### src/rtl/ad_nios_adc_scheduler_if.sv
// ADC pin bundle between the scheduler (master) and the external converter (slave).
interface ad_nios_adc_scheduler_if #(
  parameter int unsigned CH_W   = 3,
  parameter int unsigned DATA_W = 12
);
  logic              start;
  logic [CH_W-1:0]   ch;
  logic              busy;
  logic              rd;
  logic [DATA_W-1:0] data;

  modport master (output start, ch, rd, input busy, data);
  modport slave  (input start, ch, rd, output busy, data);
endinterface

### src/rtl/ad_nios_adc_scheduler.sv
// Shares one external ADC between single-shot CPU requests and a periodic round-robin scanner.
// Define AD_SCHED_TIMEOUT_EN to build the busy-high watchdog in WAIT_DONE.
module ad_nios_adc_scheduler #(
  parameter int unsigned NUM_CH  = 8,
  parameter int unsigned DATA_W  = 12,
  parameter int unsigned BUSY_TO = 255,
  localparam int unsigned CH_W   = $clog2(NUM_CH)
) (
  input  logic                    clk,
  input  logic                    reset_n,
  input  logic                    scan_en,
  input  logic [15:0]             scan_period,
  input  logic                    cpu_req,
  input  logic [CH_W-1:0]         cpu_ch,
  output logic                    cpu_ack,
  ad_nios_adc_scheduler_if.master ad,
  output logic                    res_valid,
  output logic [CH_W-1:0]         res_ch,
  output logic [DATA_W-1:0]       res_data,
  output logic                    res_cpu,
  input  logic                    err_clr,
  output logic                    timeout_err
);

  typedef enum logic [2:0] {StIdle, StStart, StWaitBusy, StWaitDone, StRead, StDone} state_e;

  state_e            state_q;
  logic [CH_W-1:0]   ptr_q, ptr_nxt;
  logic              owner_cpu_q;
  logic [1:0]        rise_cnt_q;
  logic [DATA_W-1:0] data_q;
  logic [15:0]       timer_q, timer_cur, timer_dec;
  logic              armed_q;
  logic              scan_pending_q;
  logic              grant_cpu, grant_scan;

`ifdef AD_SCHED_TIMEOUT_EN
  localparam int unsigned WdW = $clog2(BUSY_TO + 1) + 1;
  logic [WdW-1:0] wd_q;
`endif

  // armed_q=0 means the timer sits at its reload value (after reset or while disabled).
  always_comb begin
    timer_cur = armed_q ? timer_q : scan_period;
    timer_dec = (timer_cur == 16'd0) ? 16'd0 : timer_cur - 16'd1;
    ptr_nxt   = (ptr_q == CH_W'(NUM_CH - 1)) ? '0 : ptr_q + 1'b1;
    // No CPU grant in the ack cycle: the CPU gets one cycle to drop its request.
    grant_cpu  = (state_q == StIdle) && cpu_req && !cpu_ack;
    grant_scan = (state_q == StIdle) && !grant_cpu && scan_pending_q;
  end

  always_ff @(posedge clk or negedge reset_n) begin
    if (!reset_n) begin
      timer_q        <= '0;
      armed_q        <= 1'b0;
      scan_pending_q <= 1'b0;
    end else if (!scan_en) begin
      timer_q        <= scan_period;
      armed_q        <= 1'b0;
      scan_pending_q <= 1'b0;
    end else begin
      armed_q <= 1'b1;
      if (grant_scan) scan_pending_q <= 1'b0;
      if (timer_dec == 16'd0) begin
        scan_pending_q <= 1'b1;
        timer_q        <= scan_period;
      end else begin
        timer_q <= timer_dec;
      end
    end
  end

  always_ff @(posedge clk or negedge reset_n) begin
    if (!reset_n) begin
      state_q     <= StIdle;
      ptr_q       <= '0;
      owner_cpu_q <= 1'b0;
      rise_cnt_q  <= '0;
      data_q      <= '0;
      ad.start    <= 1'b0;
      ad.ch       <= '0;
      ad.rd       <= 1'b0;
      cpu_ack     <= 1'b0;
      res_valid   <= 1'b0;
      res_ch      <= '0;
      res_data    <= '0;
      res_cpu     <= 1'b0;
      timeout_err <= 1'b0;
`ifdef AD_SCHED_TIMEOUT_EN
      wd_q        <= '0;
`endif
    end else begin
      ad.start  <= 1'b0;
      ad.rd     <= 1'b0;
      res_valid <= 1'b0;
      cpu_ack   <= 1'b0;
      // A timeout set below overrides the clear.
      if (err_clr) timeout_err <= 1'b0;
      unique case (state_q)
        StIdle: begin
          if (grant_cpu) begin
            ad.ch       <= cpu_ch;
            owner_cpu_q <= 1'b1;
            ad.start    <= 1'b1;
            state_q     <= StStart;
          end else if (grant_scan) begin
            ad.ch       <= ptr_q;
            owner_cpu_q <= 1'b0;
            ad.start    <= 1'b1;
            state_q     <= StStart;
          end
        end
        StStart: begin
          rise_cnt_q <= '0;
`ifdef AD_SCHED_TIMEOUT_EN
          wd_q       <= '0;
`endif
          state_q    <= StWaitBusy;
        end
        StWaitBusy: begin
          if (ad.busy) begin
            state_q <= StWaitDone;
          end else if (rise_cnt_q == 2'd2) begin
            timeout_err <= 1'b1;
            cpu_ack     <= owner_cpu_q;
            if (!owner_cpu_q) ptr_q <= ptr_nxt;
            state_q     <= StIdle;
          end else begin
            rise_cnt_q <= rise_cnt_q + 2'd1;
          end
        end
        StWaitDone: begin
          if (!ad.busy) begin
            ad.rd   <= 1'b1;
            state_q <= StRead;
          end
`ifdef AD_SCHED_TIMEOUT_EN
          else if (wd_q == WdW'(BUSY_TO)) begin
            timeout_err <= 1'b1;
            cpu_ack     <= owner_cpu_q;
            if (!owner_cpu_q) ptr_q <= ptr_nxt;
            state_q     <= StIdle;
          end else begin
            wd_q <= wd_q + 1'b1;
          end
`endif
        end
        StRead: begin
          data_q  <= ad.data;
          state_q <= StDone;
        end
        StDone: begin
          res_valid <= 1'b1;
          res_ch    <= ad.ch;
          res_data  <= data_q;
          res_cpu   <= owner_cpu_q;
          cpu_ack   <= owner_cpu_q;
          if (!owner_cpu_q) ptr_q <= ptr_nxt;
          state_q   <= StIdle;
        end
        default: state_q <= StIdle;
      endcase
    end
  end

endmodule

### src/flat_wrapper.sv
// flat-port wrapper written by rule: the top's interface ports become plain ports
module ad_nios_adc_scheduler_flat 
#(
  parameter int unsigned NUM_CH  = 8,
  parameter int unsigned DATA_W  = 12,
  parameter int unsigned BUSY_TO = 255,
  localparam int unsigned CH_W   = $clog2(NUM_CH)
)
  (clk, reset_n, scan_en, scan_period, cpu_req, cpu_ch, cpu_ack, res_valid, res_ch, res_data, res_cpu, err_clr, timeout_err, ad_start, ad_ch, ad_rd, ad_busy, ad_data);
  ad_nios_adc_scheduler_if #(.CH_W((3)), .DATA_W(DATA_W)) ad_i ();
  input  logic clk;
  input  logic reset_n;
  input  logic scan_en;
  input  logic [15:0] scan_period;
  input  logic cpu_req;
  input  logic [CH_W-1:0] cpu_ch;
  output logic cpu_ack;
  output logic res_valid;
  output logic [CH_W-1:0] res_ch;
  output logic [DATA_W-1:0] res_data;
  output logic res_cpu;
  input  logic err_clr;
  output logic timeout_err;
  output wire logic [$bits(ad_i.start)-1:0] ad_start;
  output wire logic [$bits(ad_i.ch)-1:0] ad_ch;
  output wire logic [$bits(ad_i.rd)-1:0] ad_rd;
  input wire logic [$bits(ad_i.busy)-1:0] ad_busy;
  input wire logic [$bits(ad_i.data)-1:0] ad_data;
  assign ad_start = ad_i.start;
  assign ad_ch = ad_i.ch;
  assign ad_rd = ad_i.rd;
  assign ad_i.busy = ad_busy;
  assign ad_i.data = ad_data;
  ad_nios_adc_scheduler #(.NUM_CH(NUM_CH), .DATA_W(DATA_W), .BUSY_TO(BUSY_TO)) u_core (.clk(clk), .reset_n(reset_n), .scan_en(scan_en), .scan_period(scan_period), .cpu_req(cpu_req), .cpu_ch(cpu_ch), .cpu_ack(cpu_ack), .ad(ad_i), .res_valid(res_valid), .res_ch(res_ch), .res_data(res_data), .res_cpu(res_cpu), .err_clr(err_clr), .timeout_err(timeout_err));
endmodule
### config.mk
export PLATFORM = sky130hd
export DESIGN_NAME = ad_nios_adc_scheduler_flat
export DESIGN_NICKNAME = d
export VERILOG_FILES = /design/src/rtl/ad_nios_adc_scheduler_if.sv /design/src/rtl/ad_nios_adc_scheduler.sv /design/src/flat_wrapper.sv
export SDC_FILE = /design/constraint.sdc
export NUM_CORES = 1
export LEC_CHECK = 0
export CORE_MARGIN = 3
export CORE_UTILIZATION = 65
export DETAILED_ROUTE_END_ITERATION = 8
export DONT_BUFFER_PORTS = 1
export PLACE_DENSITY = 0.86
export SETUP_SLACK_MARGIN = 0.2
export SLEW_MARGIN = 20
export SYNTH_ARGS = -nofsm -noshare
export SYNTH_HDL_FRONTEND = slang
export SYNTH_SLANG_ARGS = --single-unit
### constraint.sdc
create_clock -name clk -period 6.34 [get_ports clk]
set_input_delay 0.951 -clock clk [delete_from_list [all_inputs] [get_ports clk]]
set_output_delay 0.951 -clock clk [all_outputs]
set_load 0.02 [all_outputs]
==> run summary, run 1 <==
Initial Utilization -> 0.6953
# fillers -> 341
# port buffers -> 0
R2R Path End -> u_core.timer_q[3]
Post-DP Area -> 3455 um^2
Final GP Congestion -> 0.9420
post_cts resized -> 0
initial antenna violation count -> 0
Hold Crit Class -> in -> async
Setup crit start -> u_core.armed_q
Final WS setup -> 2131 ps
Layout Nets -> 356
FF-to-FF path depth -> 9
share of cells above drive strength 1 -> 0.2188
CTS tree -> yes
Final period util -> 0.6639
Tot GR Track Use -> 0.2434
per-cell routed wire length -> 18.22 um
Async S/R FF share, synth -> 1.000
I/O Pins -> 61
Relative slew margins -> 0.2939
DRC Markers -> 0
postcts setup bufs -> 0
final setup TNS -> 0 ps
reg2reg start -> u_core.armed_q
number of flops mapped to enable cells by yosys -> 0
FMAX -> 237.6 MHz
CTS Buffer Depth -> 2
Final Slew Violations -> 0
skew final -> 10.55 ps
GR Layer Usage met3 -> 0.08601
crit-path leading delay family -> compound AO/OA/AOI/OAI gates
dominant synthesized flop cell -> dfrtp_1
Largest stage delay, worst path -> 920 ps
Lkg Pwr -> 1.658 nW
DRT antenna net count -> 0
Yosys reg bits -> 63
unrepaired setup endpoints after global routing -> no
CTS Hold Bufs -> 0
Setup Crit Path Kind -> reg -> reg
CP Depth -> 9
CTS Buf Count -> 9
Critical Path Slowest Stage Cell -> o21ai_1
area grow syn2layout -> 7.439%
Setup violations, final -> 0
vias per cell -> 6.372
Max VDD drop -> 271.6 uV
Mapped Area -> 3415 um^2
Yosys warnings -> 0
die area -> 6159 um^2
M2 GR Usage -> 0.3604
H-tree depth -> 3
WHS -> 301.1 ps
commonest non-fill, non-tap cell in the layout -> dfrtp_1
worst setup path endpoint -> u_core.timer_q[3]
area of the core -> 4911 um^2
vias in the first global route -> 2371
clk slew on worst S/H paths -> 80 ps
Worst Setup End Kind -> register
Pre-antenna DRT Iters -> 4
CP Data Arrival Time -> 4450 ps
worst path cell trace -> mux2i_1, ha_1, or3b_2, nor4_2, o211ai_1, o21ai_1, a31oi_1, buf_4, o32ai_2
Die Height -> 78.48 um
most frequent cells in the layout -> dfrtp_1, mux2_2, inv_1
first-pass GRT wire length -> 11570 um
Power Density -> 378.5 nW/um^2
num rows -> 25
Post-Syn Instances -> 314
WP buf/inv -> 1
Most Crowded Layer GR -> met2
CP Data Required Time -> 6580 ps
Post-Route WL -> 7053 um
critical path startpoint category -> register
ANT cells -> 0
Slew @ Worst Pin -> 1052 ps
status -> finished clean
syn nets -> 355
Die Wd -> 78.48 um
worst-skew pair later-pin latency -> 330 ps
fin crit period -> 4209 ps
clock sinks -> 63
DRT iter0 DRCs -> 203
DP Wirelength -> 5146 um
Via Count -> 2466
Max Cap Viol -> 0
largest net degree at the start of global routing -> 64
R2R Setup Slk -> 2130 ps
Avg Inst Size Synth -> 10.87 um^2
worst-path fanout max -> 13
Clock Tree Root -> clkbuf_8
met1 Resource Use GR -> 0.3285
total grt overflow -> 0
Final Hold Fails -> 0
worst slack, placed -> 1923 ps
final instance area -> 3669 um^2
Netlist cell types -> 52
final core utilization -> 0.7470
post-synthesis sequential area ratio -> 0.4617
[area by class of cell]
type | instances | area (um^2) | area share
Clock buffer | 10 | 127.6 | 0.03479
Clock inverter | 6 | 83.83 | 0.02285
Inverter | 21 | 78.83 | 0.02149
Multi-Input combinational cell | 218 | 1703 | 0.4642
Sequential cell | 63 | 1577 | 0.4297
Tap cell | 67 | 83.83 | 0.02285
Timing Repair Buffer | 2 | 15.01 | 0.004093
[how the worst min path moves through the flow]
| stage | to | slack, ps |
|---|---|---|
| 2_1_floorplan | u_core.rise_cnt_q[0] | 450 |
| 3_3_place_gp | u_core.rise_cnt_q[0] | 460 |
| 3_5_place_dp | u_core.rise_cnt_q[0] | 470 |
| 4_1_cts | u_core.armed_q | 290 |
| 5_1_grt | u_core.timer_q[3] | 280 |
| 6_report | u_core.timer_q[3] | 300 |
[worst reg2reg max path: cells and delay by family, from the launching register on]
| family | cells | cell delay, ps |
|---|---|---|
| simple gates | 2 | 980 |
| compound gates | 4 | 1720 |
| flops | 1 | 530 |
| mux | 1 | 330 |
| buf+inv | 1 | 270 |
| fa+ha+maj | 1 | 280 |
[registers in the layout, summed over array words and instances, names as in the netlist, 2 cells and up]
signal / flops
u_core.timer_q: 16
u_core.data_q: 12
u_core.res_data: 12
u_core.ad.ch: 3
u_core.ptr_q: 3
u_core.res_ch: 3
u_core.state_q: 3
u_core.rise_cnt_q: 2
[where the power goes]
group	total, mW	switching [mW]	internal (mW)
logic	0.311	0.145	0.167
clock network	0.375	0.154	0.221
registers	0.702	0.170	0.532
[synthesized netlist by cell type, drive strengths merged, types with 2 or more instances]
| library cell | count | area (um^2) |
|---|---|---|
| o211a | 4 | 40.04 |
| nand2 | 20 | 75.07 |
| a31oi | 4 | 25.02 |
| o32ai | 7 | 83.83 |
| nor2b | 4 | 25.02 |
| o21ai | 17 | 88.84 |
| and2 | 2 | 12.52 |
| mux2 | 31 | 349.1 |
| dfrtp | 63 | 1577 |
| nor3b | 4 | 30.03 |
| xor2 | 3 | 26.28 |
| mux2i | 20 | 200.2 |
| nand2b | 6 | 37.54 |
| nand3b | 3 | 22.52 |
| nor4b | 2 | 17.52 |
| inv | 21 | 78.83 |
| o31ai | 7 | 87.58 |
| a21oi | 4 | 20.02 |
| a21o | 2 | 15.01 |
| ha | 4 | 50.05 |
| nor4 | 8 | 62.56 |
| xnor2 | 9 | 78.83 |
| nor2 | 13 | 48.80 |
| clkbuf | 5 | 18.77 |
| or3b | 3 | 26.28 |
| o211ai | 4 | 30.03 |
| or2 | 4 | 25.02 |
| o22ai | 5 | 31.28 |
| or3 | 3 | 18.77 |
| nor3 | 7 | 35.03 |
| buf | 7 | 45.04 |
| nand3 | 5 | 25.02 |
[routing by layer]
layer	wire, um	vias up
met5	0	-
met4	136	0
met3	682	14
met2	3279	115
met1	2955	1183
li1	-	1154
[kinds of logic (layout without fill, tap and decap cells)]
logic type               count (synthesis)  after routing  share of synthesized area
AND/OR/NAND/NOR                         89             89                     0.1466
flip-flops                              63             63                     0.4617
AO/OA/AOI/OAI                           62             62                     0.1436
multiplexers                            51             51                     0.1609
buffers and inverters                   33             39                    0.04177
XOR/XNOR                                12             12                    0.03078
adder cells (fa/ha/maj)                  4              4                    0.01466
[metrics by stage]
stage,instances,total power [mW]
floorplan,314,0.9439
global placement,371,0.9945
detailed placement,371,1.022
CTS,387,1.400
global route,387,1.471
finish,387,1.388
Power figures use the tool's default switching activity.
==> run 2: changes to the inputs <==
- ABC_AREA: not set -> 1
- CORE_UTILIZATION: 65 -> 64
- PLACE_DENSITY: 0.86 -> 0.85
- clock period: 6.34 -> 3.9 ns (I/O delays scaled with it)
==> run 2 against run 1 <==
Against the previous run:
- sequential share of layout area decreased by 2.4 points
- first-iteration DRC count rose by 7.9%
- core utilization fell by 1.9 points
- power grew 64%
- sequential cell count stayed put
- die area rose by 8.4%
- count of clock-buffer cells in the layout grew 1
- cell count rose by 54%
- global-route usage increased by 2.0 points
- register-to-register slack got worse by 1100 ps
- via count is 29% higher
==> run summary, run 2 <==
status -> finished clean
ANT cells -> 0 (unchanged)
Setup Crit Path Kind -> reg -> reg
Top reg by flops -> u_core.timer_q
worst-path fanout max -> 23 (+10)
commonest non-fill, non-tap cell in the layout -> nand2_1
placed cells -> 580 (+56%)
Max VDD drop -> 452.3 uV (+67%)
most frequent cells in the layout -> nand2_1, inv_1, dfrtp_1
Most common cell on crit path -> nand2_1
skew final -> 7.324 ps (-3.229 ps)
Yosys reg bits -> 63 (unchanged)
DRT antenna net count -> 0 (unchanged)
area grow syn2layout -> 5.868%
area of the core -> 5335 um^2 (+8.6%)
die area -> 6674 um^2 (+8.4%)
CTS Buffer Depth -> 2 (unchanged)
CP Data Required Time -> 4170 ps (-2410 ps)
Final period util -> 0.7423 (+0.07837)
Worst Setup End Kind -> register
syn nets -> 565 (+59%)
first-pass GRT wire length -> 13270 um (+15%)
vias per cell -> 5.335 (-16%)
share of cells above drive strength 1 -> 0.08918 (-0.1296)
Final GP Congestion -> 0.9580 (+1.7%)
Pre-antenna DRT Iters -> 4 (unchanged)
Initial Utilization -> 0.6874 (-0.007904)
Layout Nets -> 563 (+58%)
Netlist cell types -> 33 (-37%)
Comb pwr share -> 0.253 (+0.029)
Final Hold Fails -> 0 (unchanged)
Setup crit start -> u_core.armed_q
internal power -> 1.383 mW (+50%)
main area contributors after synthesis -> dfrtp_1, nand2_1, inv_1
clock sinks -> 63 (unchanged)
Relative slew margins -> 0.4648 (+0.1709)
post-synth top area share -> 0.4299 (-0.03182)
Clk network pwr share -> 0.250 (-0.020)
reg2reg start -> u_core.armed_q
DRT iter0 DRCs -> 219 (+7.9%)
worst path cell trace -> inv_2, nand2_1, nand2_1, ha_1, nand3_1, nor2_4, nand2_1, nor2_1, nand2_1, nand3_1, nand2_1, nor2_2, nand3_4, nand2_4, nand2_1, nand2_1
Max Cap Viol -> 0 (unchanged)
unrepaired setup endpoints after global routing -> no
Critical Path Slowest Stage Cell -> dfrtp_1
Flop pwr share -> 0.497 (-0.009)
final setup TNS -> 0 ps (unchanged)
R2R Path End -> u_core.timer_q[4]
post-synthesis sequential area ratio -> 0.4299 (-0.03182)
Mapped Area -> 3667 um^2 (+7.4%)
total grt overflow -> 0 (unchanged)
Slew @ Worst Pin -> 801.8 ps (-250.2 ps)
num rows -> 26 (+4.0%)
Largest stage delay, worst path -> 380 ps (-540 ps)
net switching power -> 0.8891 mW (+90%)
clk slew on worst S/H paths -> 70 ps (about the same)
most common library cells after synthesis -> nand2_1, inv_1, dfrtp_1, nor2_1, nand3_1
DP Wirelength -> 6091 um (+18%)
top flop regs -> u_core.timer_q x16, u_core.data_q x12, u_core.res_data x12
CTS Buf Count -> 9 (unchanged)
Post-Route WL -> 8240 um (+17%)
Power Total -> 2.272 mW (+64%)
CP Data Arrival Time -> 3170 ps (-1280 ps)
post-synth top area cell -> dfrtp_1
worst-skew pair later-pin latency -> 340 ps (about the same)
Power Density -> 585.3 nW/um^2 (+55%)
Die Height -> 81.70 um (+4.1%)
Tot GR Track Use -> 0.2632 (+0.01986)
CTS tree -> yes
FMAX -> 345.4 MHz (+45%)
Post-Syn Instances -> 524 (+67%)
dominant synthesized flop cell -> dfrtp_1
most frequent cell after synthesis -> nand2_1
initial antenna violation count -> 0 (unchanged)
Hold Crit Class -> in -> async
largest net degree at the start of global routing -> 64 (unchanged)
Final Slew Violations -> 0 (unchanged)
WHS -> 116.4 ps (-184.7 ps)
Async S/R FF share, synth -> 1.000 (unchanged)
R2R Setup Slk -> 1000 ps (-1130 ps)
vias in the first global route -> 2915 (+23%)
Yosys warnings -> 0 (unchanged)
non-filler cells, final -> 597 (+54%)
fin crit period -> 2895 ps (-1314 ps)
Die Wd -> 81.70 um (+4.1%)
max reg flops -> 16 (unchanged)
Clock Tree Root -> clkbuf_8
Avg Inst Size Synth -> 6.999 um^2 (-36%)
post_cts resized -> 0 (unchanged)
# port buffers -> 0 (unchanged)
H-tree depth -> 3 (unchanged)
DRC Markers -> 0 (unchanged)
final core utilization -> 0.7277 (-0.01929)
Setup violations, final -> 0 (unchanged)
critical path startpoint category -> register
per-cell routed wire length -> 13.80 um (-24%)
Sw Ratio -> 0.3913 (+0.05354)
number of flops mapped to enable cells by yosys -> 0 (unchanged)
Lkg Pwr -> 2.110 nW (+27%)
Via Count -> 3185 (+29%)
I/O Pins -> 61 (unchanged)
FF-to-FF path depth -> 16 (+7)
run 2: cell count changes after synthesis, sizes merged, moves of 9 or more:
| cell | before | now |
|---|---|---|
| mux2i | 20 | 0 |
| a21oi | 4 | 22 |
| xnor2 | 9 | 0 |
| o21ai | 17 | 29 |
| nor2 | 13 | 63 |
| inv | 21 | 83 |
| mux2 | 31 | 0 |
| nand3 | 5 | 44 |
| nand2 | 20 | 188 |
run 2: layout make-up:
cell class              instances  area (um^2)
clock buffers                  11        141.4
clock inverters                 5        56.30
flip-flops and latches         63         1577
well taps                      70        87.58
multi-input cells             363         1674
repair buffers                  2        35.03
inverters                      83        311.5
fillers                       445         1453
run 2: worst max-delay path by stage:
stage	end	slack [ps]	cells past startpoint
global route	u_core.timer_q[4]	790	16
floorplan	u_core.timer_q[10]	1460	17
detailed placement	u_core.timer_q[15]	1080	16
finish	u_core.timer_q[4]	1000	16
CTS	u_core.timer_q[4]	1040	16
global placement	u_core.timer_q[13]	1170	16
run 2: repair_timing:
action,in CTS,in global routing
buffers inserted,0,0
hold endpoints to repair,63,0
hold buffers,1,0
run 2: power by group through the flow:
stage,clock (mW),combinational (mW),sequential [mW]
after floorplan,0,0.454,1.10
after global placement,0,0.521,1.13
after detailed placement,0,0.556,1.14
after CTS,0.574,0.575,1.13
after global routing,0.608,0.671,1.16
final,0.568,0.575,1.13
run 2: per-stage QoR:
stage               setup slack (ps)  area, um^2
floorplan                       1459        3667
global placement                1172        3657
detailed placement              1078        3657
CTS                             1041        3882
global route                   789.5        3882
finish                          1005        3882
run 2: worst max-delay path: cells and delay by family, from the launching register on:
| kind | cells | cell delay (ps) |
|---|---|---|
| DFF | 1 | 380 |
| buffers and inverters | 1 | 300 |
| and+or+nand+nor | 14 | 1970 |
| adders and majority gates | 1 | 180 |
run 2: cells by family (layout without fill, tap and decap cells):
logic type	after synthesis	after routing	share of synthesized area
compound gates	57	57	0.08700
simple gates	300	300	0.3511
fa+ha+maj	4	4	0.01365
flops	63	63	0.4299
xor+xnor	2	2	0.004777
buf+inv	98	101	0.1136
run 2: routing by layer:
| layer | GRT usage | share of wire |
|---|---|---|
| met4 | 0.08638 | 0.017 |
| met5 | 0 | 0 |
| met3 | 0.05811 | 0.069 |
| met2 | 0.4235 | 0.46 |
| met1 | 0.3553 | 0.45 |
